**src/rtl/cpu_types_pkg.sv**
```systemverilog
// Shared CPU memory-system types: word type, RAM handshake state, and the
// arbiter FSM encoding.
package cpu_types_pkg;

  localparam int WORD_W  = 32;
  // A cache block is two words (8 bytes), so block identity is addr[31:3].
  localparam int BLK_LSB = 3;
  localparam int BLK_W   = WORD_W - BLK_LSB;

  typedef logic [WORD_W-1:0] word_t;
  typedef logic [BLK_W-1:0]  blk_t;

  typedef enum logic [1:0] {
    FREE   = 2'd0,
    BUSY   = 2'd1,
    ACCESS = 2'd2,
    ERROR  = 2'd3
  } ramstate_t;

  typedef enum logic [1:0] {
    IDLE = 2'd0,
    DGNT = 2'd1,
    IGNT = 2'd2
  } arb_state_t;

endpackage

```
**src/rtl/mem_arbiter_if.sv**
```systemverilog
// Bundle of the icache, dcache and RAM-side signals around the memory arbiter.
//
// Handshake: a requester raises REN/WEN and holds address and store data
// stable until its wait goes low. Wait low marks the single completion cycle;
// load data is meaningful only in that cycle. Dropping the request before then
// abandons the access with no completion.
interface mem_arbiter_if;
  import cpu_types_pkg::*;

  // icache side
  logic      iREN;
  word_t     iaddr;
  logic      iwait;
  word_t     iload;

  // dcache side
  logic      dREN;
  logic      dWEN;
  word_t     daddr;
  word_t     dstore;
  logic      dwait;
  word_t     dload;

  // RAM side
  logic      ramREN;
  logic      ramWEN;
  word_t     ramaddr;
  word_t     ramstore;
  word_t     ramload;
  ramstate_t ramstate;
  logic      ramerr;

  // Arbiter view
  modport slave (
    input  iREN, iaddr, dREN, dWEN, daddr, dstore, ramload, ramstate,
    output iwait, iload, dwait, dload, ramREN, ramWEN, ramaddr, ramstore, ramerr
  );

  // Caches plus RAM model view
  modport master (
    output iREN, iaddr, dREN, dWEN, daddr, dstore, ramload, ramstate,
    input  iwait, iload, dwait, dload, ramREN, ramWEN, ramaddr, ramstore, ramerr
  );

endinterface

```
**src/rtl/mem_arbiter.sv**
```systemverilog
// Single-port RAM arbiter between icache and dcache. Dcache has priority,
// both words of a dcache block go out back-to-back, and a saturating
// starvation counter forces an icache grant after STARVE_LIMIT dcache grants
// taken while the icache was waiting.
module mem_arbiter
  import cpu_types_pkg::*;
#(
  parameter int STARVE_LIMIT = 4
) (
  input  logic                              CLK,
  input  logic                              RST,
  mem_arbiter_if.slave                      bus,
  output arb_state_t                        state_dbg,
  output logic [$clog2(STARVE_LIMIT+1)-1:0] starve_dbg
);

  localparam int            CW      = $clog2(STARVE_LIMIT + 1);
  localparam logic [CW-1:0] CNT_MAX = CW'(STARVE_LIMIT);

  arb_state_t    state, state_n;
  logic [CW-1:0] starve_cnt, starve_cnt_n;
  logic          lock_set, lock_set_n;
  logic          burst2, burst2_n;
  blk_t          lock_blk, lock_blk_n;

  logic          dreq;
  logic          starved;
  logic          blk_match;
  logic          d_live;

  logic          ram_ren;
  logic          ram_wen;
  word_t         ram_addr;
  word_t         ram_store;
  logic          i_wait;
  logic          d_wait;
  logic          ram_err;

  assign dreq      = bus.dREN | bus.dWEN;
  assign starved   = (starve_cnt == CNT_MAX) & bus.iREN;
  assign blk_match = (bus.daddr[WORD_W-1:BLK_LSB] == lock_blk);
  // After the first word of a block completes, the grant is held one more
  // cycle; only a request to the same block may use it. Anything else is not
  // presented to the RAM and the grant is released.
  assign d_live    = dreq & (~lock_set | blk_match);

  // State register and lock/starvation bookkeeping.
  always_ff @(posedge CLK or posedge RST) begin
    if (RST) begin
      state      <= IDLE;
      starve_cnt <= '0;
      lock_set   <= 1'b0;
      burst2     <= 1'b0;
      lock_blk   <= '0;
    end else begin
      state      <= state_n;
      starve_cnt <= starve_cnt_n;
      lock_set   <= lock_set_n;
      burst2     <= burst2_n;
      lock_blk   <= lock_blk_n;
    end
  end

  // Next-state decision and RAM/cache-side outputs for the current grant.
  always_comb begin
    state_n      = state;
    starve_cnt_n = starve_cnt;
    lock_set_n   = lock_set;
    burst2_n     = burst2;
    lock_blk_n   = lock_blk;
    ram_ren      = 1'b0;
    ram_wen      = 1'b0;
    ram_addr     = '0;
    ram_store    = '0;
    i_wait       = 1'b1;
    d_wait       = 1'b1;
    ram_err      = 1'b0;

    case (state)
      IDLE: begin
        lock_set_n = 1'b0;
        burst2_n   = 1'b0;
        if (!bus.iREN) begin
          starve_cnt_n = '0;
        end
        if (dreq && !starved) begin
          state_n = DGNT;
          if (bus.iREN && (starve_cnt < CNT_MAX)) begin
            starve_cnt_n = starve_cnt + CW'(1);
          end
        end else if (bus.iREN) begin
          state_n      = IGNT;
          starve_cnt_n = '0;
        end
      end

      DGNT: begin
        ram_addr  = bus.daddr;
        ram_store = bus.dstore;
        if (d_live) begin
          // A write wins when both enables are raised.
          ram_wen = bus.dWEN;
          ram_ren = bus.dREN & ~bus.dWEN;
        end
        if (!d_live) begin
          // Request dropped, or the held grant was not used by the same block.
          state_n    = IDLE;
          lock_set_n = 1'b0;
          burst2_n   = 1'b0;
        end else if (bus.ramstate == ERROR) begin
          ram_err    = 1'b1;
          state_n    = IDLE;
          lock_set_n = 1'b0;
          burst2_n   = 1'b0;
        end else if (bus.ramstate == ACCESS) begin
          d_wait = 1'b0;
          if (lock_set || burst2) begin
            // Second word of the block is done.
            state_n    = IDLE;
            lock_set_n = 1'b0;
            burst2_n   = 1'b0;
          end else begin
            // First word done: hold the grant for a possible second word.
            lock_set_n = 1'b1;
            lock_blk_n = bus.daddr[WORD_W-1:BLK_LSB];
          end
        end else if (lock_set) begin
          // Same-block follow-on accepted; it is now the second word in flight.
          lock_set_n = 1'b0;
          burst2_n   = 1'b1;
        end
      end

      IGNT: begin
        ram_addr = bus.iaddr;
        ram_ren  = bus.iREN;
        if (!bus.iREN) begin
          state_n = IDLE;
        end else if (bus.ramstate == ERROR) begin
          ram_err = 1'b1;
          state_n = IDLE;
        end else if (bus.ramstate == ACCESS) begin
          // Icache refills word by word through normal arbitration.
          i_wait  = 1'b0;
          state_n = IDLE;
        end
      end

      default: begin
        state_n = IDLE;
      end
    endcase
  end

  assign bus.ramREN   = ram_ren;
  assign bus.ramWEN   = ram_wen;
  assign bus.ramaddr  = ram_addr;
  assign bus.ramstore = ram_store;
  assign bus.ramerr   = ram_err;
  assign bus.iwait    = i_wait;
  assign bus.dwait    = d_wait;
  assign bus.iload    = bus.ramload;
  assign bus.dload    = bus.ramload;

  assign state_dbg    = state;
  assign starve_dbg   = starve_cnt;

endmodule

```
**src/flat_wrapper.sv**
```systemverilog
// flat-port wrapper written by rule: the top's interface ports become plain ports
module mem_arbiter_flat import cpu_types_pkg::*;
#(
  parameter int STARVE_LIMIT = 4
)
  (CLK, RST, state_dbg, starve_dbg, bus_iREN, bus_iaddr, bus_dREN, bus_dWEN, bus_daddr, bus_dstore, bus_ramload, bus_ramstate, bus_iwait, bus_iload, bus_dwait, bus_dload, bus_ramREN, bus_ramWEN, bus_ramaddr, bus_ramstore, bus_ramerr);
  mem_arbiter_if bus_i ();
  input  logic CLK;
  input  logic RST;
  output arb_state_t state_dbg;
  output logic [$clog2(STARVE_LIMIT+1)-1:0] starve_dbg;
  input wire logic [$bits(bus_i.iREN)-1:0] bus_iREN;
  input wire logic [$bits(bus_i.iaddr)-1:0] bus_iaddr;
  input wire logic [$bits(bus_i.dREN)-1:0] bus_dREN;
  input wire logic [$bits(bus_i.dWEN)-1:0] bus_dWEN;
  input wire logic [$bits(bus_i.daddr)-1:0] bus_daddr;
  input wire logic [$bits(bus_i.dstore)-1:0] bus_dstore;
  input wire logic [$bits(bus_i.ramload)-1:0] bus_ramload;
  input wire logic [$bits(bus_i.ramstate)-1:0] bus_ramstate;
  output wire logic [$bits(bus_i.iwait)-1:0] bus_iwait;
  output wire logic [$bits(bus_i.iload)-1:0] bus_iload;
  output wire logic [$bits(bus_i.dwait)-1:0] bus_dwait;
  output wire logic [$bits(bus_i.dload)-1:0] bus_dload;
  output wire logic [$bits(bus_i.ramREN)-1:0] bus_ramREN;
  output wire logic [$bits(bus_i.ramWEN)-1:0] bus_ramWEN;
  output wire logic [$bits(bus_i.ramaddr)-1:0] bus_ramaddr;
  output wire logic [$bits(bus_i.ramstore)-1:0] bus_ramstore;
  output wire logic [$bits(bus_i.ramerr)-1:0] bus_ramerr;
  assign bus_i.iREN = bus_iREN;
  assign bus_i.iaddr = bus_iaddr;
  assign bus_i.dREN = bus_dREN;
  assign bus_i.dWEN = bus_dWEN;
  assign bus_i.daddr = bus_daddr;
  assign bus_i.dstore = bus_dstore;
  assign bus_i.ramload = bus_ramload;
  assign bus_i.ramstate = bus_ramstate;
  assign bus_iwait = bus_i.iwait;
  assign bus_iload = bus_i.iload;
  assign bus_dwait = bus_i.dwait;
  assign bus_dload = bus_i.dload;
  assign bus_ramREN = bus_i.ramREN;
  assign bus_ramWEN = bus_i.ramWEN;
  assign bus_ramaddr = bus_i.ramaddr;
  assign bus_ramstore = bus_i.ramstore;
  assign bus_ramerr = bus_i.ramerr;
  mem_arbiter #(.STARVE_LIMIT(STARVE_LIMIT)) u_core (.CLK(CLK), .RST(RST), .bus(bus_i), .state_dbg(state_dbg), .starve_dbg(starve_dbg));
endmodule
```
**config.mk**
```make
export PLATFORM = sky130hd
export DESIGN_NAME = mem_arbiter_flat
export DESIGN_NICKNAME = d
export VERILOG_FILES = /design/src/rtl/cpu_types_pkg.sv /design/src/rtl/mem_arbiter_if.sv /design/src/rtl/mem_arbiter.sv /design/src/flat_wrapper.sv
export SDC_FILE = /design/constraint.sdc
export NUM_CORES = 1
export LEC_CHECK = 0
export BUFFER_PORTS_ARGS = -buffer_cell sky130_fd_sc_hd__buf_2
export CAP_MARGIN = 20
export CORE_AREA = 2 2 107 109
export DETAILED_ROUTE_END_ITERATION = 8
export DIE_AREA = 0 0 109 111
export PLACE_DENSITY = 0.69
export SLEW_MARGIN = 5
export SYNTH_ARGS = -nofsm -noshare
export SYNTH_HDL_FRONTEND = slang
export SYNTH_SLANG_ARGS = --single-unit
```
**constraint.sdc**
```tcl
create_clock -name CLK -period 2 [get_ports CLK]
set_clock_uncertainty 0.1 [all_clocks]
set_input_delay 0.2 -clock CLK [delete_from_list [all_inputs] [get_ports CLK]]
set_output_delay 0.2 -clock CLK [all_outputs]
set_load 0.005 [all_outputs]
```
==> impl_results.md <==
* Max transition margin at 0.675
* Final setup margin at -228 ps
* Synth area leader: dfrtp_1
* Area Overhead vs Synth at 29.2%
* Tightest Pin Transition at 484 ps
* Routed WL at 10.9 mm
* Worst Hold Depth at 2
* Tcrit/Tclk final at 1.11
* Vias per cell at 4.84
* First-pass GRT wire length at 16.0 mm
* Vias at 2933
* CP Class: register to output pin
* Critical path arrival at 1930 ps
* Vias in the first global route at 2888
* Pin count of the biggest net entering global routing at 52
* Leakage power at 1.94 nW
* FF+latch count, synth at 36
* Hold Fails Final Rpt at 0
* # IOs at 273
* Post-Layout Cell Count at 606
* Status: finished, violations left
* Top-area cell type share of the netlist area at 0.289
* Die span in y at 111 um
* FF+latch area at 902 um^2
* Initial DRC count at 151
* Largest cells by area after synthesis: dfrtp_1 (29%), buf_4 (15%), mux2_2 (11%)
* Worst-path clk slew at 60 ps
* Die Area at 12100 um^2
* Port bufs at 176
* Mux cell area share after synthesis at 0.108
* Post-layout min period at 2230 ps
* Clock sink count at 36
* Number of diodes at 0
* Die width at 109 um
* Initial core utilization at 0.282
* H-tree depth at 2
* Antenna-violating nets left at 0
* Critical R2R Capture: u_core.state_dbg[1]
* Maximum clock frequency at 0.449 GHz
* CTS tree: done
* Failing checks: negative setup slack
* Largest family of logic cells by synthesized area: simple AND/OR/NAND/NOR gates
* Yosys warns at 0
* Post-Synth Adder-Cell Area at 0.0200
* Synth unique cells at 35
* Crit start category: register
* Synth Area in Simple Gates at 0.196
* Critical path endpoint category: output pin
* Final Slew Violations at 0
* Total of max-cap violations at 0
* HP Class: input pin to register
* Gpl congestion at 0.834
* Syn avg cell area at 9.07 um^2
* Rows at 39
* Endpoints failing setup at 6
* Share of cells above drive strength 1 at 0.518
* Worst Path Required at 1700 ps
* Overflow after GRT at 0
* Hold Crit Endpoint: u_core.lock_blk[18]
* Seq/Total Area, Yosys at 0.289
* Crit path max fanout at 5
* Initial antenna violation count at 2
* Core area at 11100 um^2
* Pwr per Cell Area at 1300 nW/um^2
* R2R cell count at 7
* DRC at 0
* Setup repair after global routing missed its margin: yes
* Compound-Gate Fraction of Synth Area at 0.118
* Cells after Synth at 344
* XOR/XNOR Fraction of Synth Area at 0.0814
* Fin nets at 602
* Maximum root-to-sink buffer count at 2
* Clk_lat worst skew at 270 ps
* Area of the multi-input gates at 1700 um^2
* Max VDD drop at 0.532 mV
* Worst Hold Launch: bus_daddr[21]
* Hpwl dp at 8.94 mm
* R2r setup slk at -30 ps
* Syn Std Cell Area at 3120 um^2
* DRT Pass-1 Iters at 4
* Num CTS Buffers at 5
* Root buf cell: clkbuf_16
* Post-Syn Nets at 484
* Fillers at 1142
* Reg2reg start: u_core.lock_blk[12]
* Drt wl/cell at 18.0 um
* Placed insts at 591
* Total chip power at 5.23 mW
* Aggregate global-route resource usage at 0.171
[sequential cells by signal, summed over array words and instances, names as in the netlist]
name,cells
u_core.burst2,1
u_core.lock_blk,29
u_core.lock_set,1
u_core.starve_dbg,3
u_core.state_dbg,2
[cell families after synthesis]
family,count (synthesis)
fa+ha+maj,5
flops,36
mux,30
simple gates,103
compound gates,52
xor+xnor,29
buf+inv,89
[worst max path at each step]
| stage | slack (ps) | end | from | depth (start not counted) |
|---|---|---|---|---|
| 2_1_floorplan | 210 | u_core.state_dbg[0] | u_core.lock_blk[1] | 6 |
| 3_3_place_gp | -30 | bus_ramREN | u_core.lock_blk[18] | 7 |
| 3_5_place_dp | -100 | bus_ramREN | u_core.lock_blk[5] | 7 |
| 4_1_cts | -280 | bus_ramREN | u_core.lock_blk[2] | 7 |
| 5_1_grt | -410 | bus_ramREN | u_core.lock_blk[25] | 7 |
| 6_report | -230 | bus_ramREN | u_core.lock_blk[12] | 7 |
[report_power, final]
group          switching (mW)  leakage, nW  internal (mW)  total, mW
Sequential              0.239        0.441           1.07       1.31
Combinational            1.45         1.43           1.72       3.17
Clock                   0.284       0.0681          0.464      0.748
Total                    1.98         1.94           3.26       5.23
[placed cells by master, fill, tap and decap left out, types with 7 or more instances in the layout]
master	netlist	final
nor2_1	7	7
xnor2_1	27	27
buf_4	64	10
dfrtp_1	36	35
and2_1	32	32
nand2_1	7	7
buf_2	3	175
nor2b_1	33	33
mux2_2	30	30
a22oi_1	32	32
[synth_stat cells]
| master | count |
|---|---|
| buf_4 | 64 |
| dfrtp_1 | 36 |
| nor2b_1 | 33 |
| a22oi_1 | 32 |
| and2_1 | 32 |
| mux2_2 | 30 |
| xnor2_1 | 27 |
| clkbuf_1 | 12 |
| a21oi_1 | 7 |
| inv_1 | 7 |
| nand2_1 | 7 |
| nor2_1 | 7 |
| nand3_1 | 6 |
| nand4_1 | 6 |
| ha_1 | 5 |
| nor3_1 | 4 |
| buf_2 | 3 |
| o21ai_0 | 3 |
| a221o_1 | 2 |
| a31oi_1 | 2 |
| and3_1 | 2 |
| buf_1 | 2 |
| nand4b_1 | 2 |
| xor2_1 | 2 |
| a21boi_0 | 1 |
| a21o_1 | 1 |
| a22o_1 | 1 |
| a31o_2 | 1 |
| and3_2 | 1 |
| buf_6 | 1 |
| nor2_2 | 1 |
| nor3b_1 | 1 |
| nor4_2 | 1 |
| o22ai_1 | 1 |
| o31ai_1 | 1 |
[area by class of cell]
cell class,instances,area share
clock buffer,7,0.0329
multi-input combinational,219,0.422
timing repair buffer,193,0.268
tap,143,0.0444
inverter,7,0.00652
sequential,36,0.224
clock inverter,1,0.00217
[stage by stage]
step / cell area, um^2 / worst slack, ps / hold slack, ps / utilization / TNS (ps)
finish: 4030 / -228 / 104 / 0.364 / -865
floorplan: 3120 / 209 / 252 / - / 0
global placement: 3740 / -31.2 / 233 / 0.337 / -53.5
CTS: 3930 / -280 / 97.8 / 0.355 / -1020
global route: 4030 / -409 / 102 / 0.364 / -2030
detailed placement: 3740 / -96.0 / 241 / 0.337 / -227
[worst max-delay path: stages (launching register included)]
cell      delay, ps
dfrtp_1         380
xnor2_1         150
nand4_1         150
nor4_4          370
a31o_4          240
nand4b_1        110
a21boi_2        130
buf_2           120
[routing by layer]
layer  wire length (um)  vias up  track usage
li1                   -     1343            -
met2               5810      192        0.313
met4                125        4       0.0308
met3               1120       18       0.0476
met1               3840     1376        0.197
met5                 24        -            0
[timing repair]
action	4_1_cts	5_1_grt
buffers inserted	1	4
hold endpoints to repair	36	0
setup endpoints to repair	31	39
cloned	0	1
pin swaps	7	2
gates resized for setup	9	7
hold buffers	1	0
No activity file was read; power rests on OpenSTA's default activity.
